==> src/rtl/pll_lock_sequencer.sv <==
// Power-up sequencer for the iCE40 PLL: reset hold, lock wait, lock qualification, run, fault.
// Optional fallback to the 12 MHz pass-through on fault: define PLL_BYPASS_FALLBACK_EN.
module pll_lock_sequencer #(
   parameter int RESET_CYCLES  = 16,
   parameter int LOCK_TIMEOUT  = 1200,
   parameter int STABLE_CYCLES = 64,
   parameter int MAX_RETRY     = 3,
   parameter int RETRY_W       = 2,
   parameter int CNT_W         = 16
) (
   input  logic               REFERENCECLK,
   input  logic               RESET,
   input  logic               PLL_LOCK,
   input  logic               RESTART,
   output logic               PLL_RESETB,
   output logic               PLL_BYPASS,
   output logic               SYS_RESET_N,
   output logic               PLL_READY,
   output logic               FAULT,
   output logic [RETRY_W-1:0] RETRY_CNT,
   output logic [2:0]         STATE
);

   typedef enum logic [2:0] {
      S_RST_HOLD  = 3'd0,
      S_WAIT_LOCK = 3'd1,
      S_STABLE    = 3'd2,
      S_RUN       = 3'd3,
      S_FAULT     = 3'd4,
      S_BYPASS    = 3'd5
   } state_t;

`ifdef PLL_BYPASS_FALLBACK_EN
   localparam state_t FAIL_STATE = S_BYPASS;
`else
   localparam state_t FAIL_STATE = S_FAULT;
`endif

   localparam logic [CNT_W-1:0]   RESET_LAST   = CNT_W'(RESET_CYCLES - 1);
   localparam logic [CNT_W-1:0]   TIMEOUT_LAST = CNT_W'(LOCK_TIMEOUT - 1);
   localparam logic [CNT_W-1:0]   STABLE_LAST  = CNT_W'(STABLE_CYCLES - 1);
   localparam logic [CNT_W-1:0]   STABLE_FULL  = CNT_W'(STABLE_CYCLES);
   localparam logic [RETRY_W-1:0] RETRY_MAX    = RETRY_W'(MAX_RETRY);

   state_t             state_q, state_d;
   logic [CNT_W-1:0]   cnt_q, cnt_d, cnt_inc;
   logic [RETRY_W-1:0] retry_d;
   logic [1:0]         sync_q;
   logic               lock_s;
   logic               resetb_d, bypass_d, sys_d, ready_d, fault_d;

   assign lock_s  = sync_q[1];
   assign cnt_inc = cnt_q + CNT_W'(1);
   assign STATE   = state_q;

   always_ff @(posedge REFERENCECLK or negedge RESET) begin
      if (!RESET) begin
         sync_q <= 2'b00;
      end else begin
         sync_q <= {sync_q[0], PLL_LOCK};
      end
   end

   always_comb begin
      state_d = state_q;
      cnt_d   = '0;
      retry_d = RETRY_CNT;
      if (RESTART) begin
         state_d = S_RST_HOLD;
         retry_d = '0;
      end else begin
         case (state_q)
            S_RST_HOLD: begin
               if (cnt_q == RESET_LAST) state_d = S_WAIT_LOCK;
               else                     cnt_d   = cnt_inc;
            end
            S_WAIT_LOCK: begin
               if (lock_s) begin
                  state_d = S_STABLE;
               end else if (cnt_q == TIMEOUT_LAST) begin
                  if (RETRY_CNT == RETRY_MAX) begin
                     state_d = FAIL_STATE;
                  end else begin
                     retry_d = RETRY_CNT + RETRY_W'(1);
                     state_d = S_RST_HOLD;
                  end
               end else begin
                  cnt_d = cnt_inc;
               end
            end
            S_STABLE: begin
               if (!lock_s) begin
                  state_d = S_WAIT_LOCK;
               end else if (cnt_q == STABLE_LAST) begin
                  state_d = S_RUN;
                  retry_d = '0;
               end else begin
                  cnt_d = cnt_inc;
               end
            end
            S_RUN: begin
               if (!lock_s) state_d = S_RST_HOLD;
            end
            S_FAULT: begin
               state_d = S_FAULT;
            end
`ifdef PLL_BYPASS_FALLBACK_EN
            // Counter saturates at STABLE_FULL to time the system-reset release.
            S_BYPASS: begin
               cnt_d = (cnt_q == STABLE_FULL) ? cnt_q : cnt_inc;
            end
`endif
            default: state_d = S_RST_HOLD;
         endcase
      end

      resetb_d = (state_d == S_WAIT_LOCK) || (state_d == S_STABLE) || (state_d == S_RUN);
      ready_d  = (state_d == S_RUN);
`ifdef PLL_BYPASS_FALLBACK_EN
      bypass_d = (state_d == S_BYPASS);
      fault_d  = (state_d == S_FAULT) || (state_d == S_BYPASS);
      sys_d    = (state_d == S_RUN) || ((state_d == S_BYPASS) && (cnt_d == STABLE_FULL));
`else
      bypass_d = 1'b0;
      fault_d  = (state_d == S_FAULT);
      sys_d    = (state_d == S_RUN);
`endif
   end

   // Outputs are decoded from the next state so they move on the same edge as STATE.
   always_ff @(posedge REFERENCECLK or negedge RESET) begin
      if (!RESET) begin
         state_q     <= S_RST_HOLD;
         cnt_q       <= '0;
         RETRY_CNT   <= '0;
         PLL_RESETB  <= 1'b0;
         PLL_BYPASS  <= 1'b0;
         SYS_RESET_N <= 1'b0;
         PLL_READY   <= 1'b0;
         FAULT       <= 1'b0;
      end else begin
         state_q     <= state_d;
         cnt_q       <= cnt_d;
         RETRY_CNT   <= retry_d;
         PLL_RESETB  <= resetb_d;
         PLL_BYPASS  <= bypass_d;
         SYS_RESET_N <= sys_d;
         PLL_READY   <= ready_d;
         FAULT       <= fault_d;
      end
   end

endmodule

==> config.mk <==
export PLATFORM = sky130hd
export DESIGN_NAME = pll_lock_sequencer
export DESIGN_NICKNAME = d
export VERILOG_FILES = /design/src/rtl/pll_lock_sequencer.sv
export SDC_FILE = /design/constraint.sdc
export NUM_CORES = 1
export LEC_CHECK = 0
export ABC_AREA = 1
export CAP_MARGIN = 30
export CORE_MARGIN = 10
export CORE_UTILIZATION = 35
export DETAILED_ROUTE_END_ITERATION = 12
export MAX_ROUTING_LAYER = met4
export PLACE_DENSITY = 0.63
export SLEW_MARGIN = 20
export SYNTH_ARGS = -nofsm -noshare
export SYNTH_HDL_FRONTEND = slang
export SYNTH_SLANG_ARGS = --single-unit
==> constraint.sdc <==
create_clock -name REFERENCECLK -period 1.93 [get_ports REFERENCECLK]
set_input_delay 0.386 -clock REFERENCECLK [delete_from_list [all_inputs] [get_ports REFERENCECLK]]
set_output_delay 0.386 -clock REFERENCECLK [all_outputs]
set_load 0.01 [all_outputs]
==> flow_summary.toml, run 1 <==
[placed_design]
place_congestion = 0.865
place_area_mm2 = 0.00170
dp_hpwl_um = 2230
portBuffers = 12

[clock_network]
cts_setup_buffers = 0
cts_max_level = 1
holdBufCountCts = 0
cts_resized = 0
clkLatencyLatePin_ps = 270
clock_path_buffers = 2
clk_pin_slew_worst_paths_ps = 90
numCtsBuffers = 3
cts-root-buf = "clkbuf_8"
cts_tree = "built"
cts_sinks = 26

[yosys]
ys_seq_area_frac = 0.423
syn_nets = 190
synth_edf_count = 0
yosysTopAreaCell = "dfrtp_1"
yosys_warnings = 0
synth_area_per_cell_um2 = 8.36
yosysTopAreaCellShare = 0.423
synth_common_cells = "32 x nand2_1, 26 x dfrtp_1, 24 x nor2_1"
synth_area_leaders = "dfrtp_1 42%, nand2_1 7.8%, nor2_4 7.3%"
synth_ff_type = "dfrtp_1"
synth.most_common_cell = "nand2_1"
async_reset_ff_frac = 1.00
syn_inst = 184
synthesis.area_mm2 = 0.00154
netlist-cell-type-count = 27
ys_seq_elements = 26

[final_layout]
nNetsFinal = 206
antenna_cells = 0
drive_gt1_frac = 0.186
final_cell_area_mm2 = 0.00176
area_delta_synth_final_pct = 14.3
fillers = 451
post-route-util = 0.410

[timing]
finalHoldViolCount = 0
max_freq_mhz = 565
post-route-period-util = 0.917
fin_worst_skew_ps = 5.08
finalCriticalPeriod_ps = 1770
rsz0062_at_grt = "no"
setup_viol = 0
setup_tns_ps = 0
slew_viol_final = 0
hold-worst-slack_ps = 358

[floorplanning]
die_h_um = 86.3
io_pins = 14
coreArea_mm2 = 0.00429
start_util = 0.358
die_area_mm2 = 0.00745
die_w_um = 86.3
row_count = 24

[setup_path]
worstPathMaxFanout = 13
arrival_ps = 1920
crit_path_end_kind = "flop"
crit_type = "reg2reg"
rrSetupSlack_ps = 160
start_kind = "flop"
cp_data_required_time_ps = 2080

[global_route]
grt_pass1_vias = 1228
grt_usage = 0.0865
antenna_found_initial = 0
grt_max_degree = 27
grt_remaining_overflow = 0
grt_pass1_wl_um = 5240

[routing]
dr.pass1.iters = 4
wire_per_inst_um = 11.4
drt_iter0_drc = 70
vias = 1161
drc = 0
totalWireLength_um = 2870
via_per_inst = 4.63
ant_nets = 0

[outcome]
status = "finished, final reports clean"

[pwr]
p_int_w = 0.000772
p_sw_w = 0.000228
pwr-share-clk = 0.351
ir_drop_v = 0.000244
p_sw_frac = 0.228
seq_power_share = 0.568
leakage_nw = 0.800
p_per_area_mw_per_mm2 = 569
combinationalPowerShare = 0.081
power_w = 0.00100

[run]
maxCapViolCount = 0

[hold_path]
hp-class = "reg2reg"
## worst max-delay path: stages (launching register included)
cell     delay, ps
dfrtp_1        380
ha_1           230
nand3_2        200
nor2_2         180
nand3_1        110
nand2_2         80
nand3_4         90
nand2_4        280
nor2_1         100
## metal layers
| layer | track usage | vias to the layer above | routed length [µm] |
|---|---|---|---|
| li1 | - | 597 | - |
| met1 | 0.0946 | 549 | 1290 |
| met2 | 0.151 | 10 | 1440 |
| met3 | 0.0122 | 5 | 71 |
| met4 | 0.0412 | 0 | 61 |
| met5 | - | - | 0 |
## metrics by stage
| step | cells | setup slack (ps) |
|---|---|---|
| CTS | 251 | 156 |
| global route | 251 | 3.86 |
| floorplan | 184 | 446 |
| global placement | 247 | 278 |
| finish | 251 | 160 |
| detailed placement | 247 | 186 |
## power by group through the flow
stage	Combinational, W	Sequential [W]	Clock [W]
6_report	0.0000812	0.000568	0.000351
5_1_grt	0.0000954	0.000570	0.000390
4_1_cts	0.0000842	0.000568	0.000366
3_5_place_dp	0.0000844	0.000579	0
3_3_place_gp	0.0000821	0.000578	0
2_1_floorplan	0.0000495	0.000579	0
## cell families (layout without fill, tap and decap cells)
group | Yosys count | in the layout | share of synthesized area
simple gates | 110 | 110 | 0.393
buf+inv | 28 | 43 | 0.0862
flops | 26 | 26 | 0.423
xor+xnor | 10 | 10 | 0.0569
compound gates | 7 | 7 | 0.0228
fa+ha+maj | 2 | 2 | 0.0163
other cells | 1 | 1 | 0.00244
## layout by cell type (no fill, tap or decap)
master           instances
nand3_4                  1
nand2_1                 32
inv_1                   22
o21ai_0                  2
dfrtp_1                 26
clkbuf_8                 4
nor3_1                   3
nor2_1                  24
buf_4                    3
nand3_1                 15
a21oi_1                  5
nor3_2                   1
nand2_2                  5
nand4_1                  5
nor4_1                   1
nor2_4                  10
inv_2                    1
nor2_2                   8
clkinv_1                 1
clkdlybuf4s50_1         12
xnor2_1                  5
xor2_1                   5
nand3_2                  2
ha_1                     2
conb_1                   1
nand2_4                  1
or2_2                    1
nand3b_1                 1
## cell type report
class	count	area, µm²	area share
multi-input combinational	130	756	0.430
timing repair buffer	15	143	0.0811
sequential	26	651	0.370
inverter	24	90.1	0.0512
tap	52	65.1	0.0370
clock buffer	4	55.1	0.0313
## registers in the layout (all words and copies together), names as in the netlist
signal / cells
PLL_RESETB: 1
PLL_READY: 1
RETRY_CNT: 2
FAULT: 1
STATE: 3
cnt_q: 16
sync_q: 2
## path summary, 6_finish.rpt
path	from	end	cells after the start
worst min-delay path	sync_q[0]	sync_q[1]	0
max in group asynchronous	RESET	STATE[2]	2
min in group asynchronous	RESET	cnt_q[5]	2
worst min register to register	sync_q[0]	sync_q[1]	0
worst max-delay path	cnt_q[0]	cnt_q[12]	8
worst max register to register	cnt_q[0]	cnt_q[12]	8
Note: power is estimated with default switching activity, not from simulation.
==> run 2, diff against run 1 <==
--- a/config.mk
+++ b/config.mk
@@ -6,7 +6,7 @@
 export NUM_CORES = 1
 export LEC_CHECK = 0
 export ABC_AREA = 1
-export CAP_MARGIN = 30
+export CAP_MARGIN = 20
 export CORE_MARGIN = 10
 export CORE_UTILIZATION = 35
 export DETAILED_ROUTE_END_ITERATION = 12
==> results of run 2 <==
Final layout, timing and power as in run 1 (identical DEF).
==> run 3, diff against run 2 <==
--- a/config.mk
+++ b/config.mk
@@ -6,13 +6,12 @@
 export NUM_CORES = 1
 export LEC_CHECK = 0
 export ABC_AREA = 1
-export CAP_MARGIN = 20
 export CORE_MARGIN = 10
 export CORE_UTILIZATION = 35
 export DETAILED_ROUTE_END_ITERATION = 12
 export MAX_ROUTING_LAYER = met4
 export PLACE_DENSITY = 0.63
-export SLEW_MARGIN = 20
+export SLEW_MARGIN = 30
 export SYNTH_ARGS = -nofsm -noshare
 export SYNTH_HDL_FRONTEND = slang
 export SYNTH_SLANG_ARGS = --single-unit
==> results of run 3 <==
Final layout, timing and power as in run 1 (identical DEF).
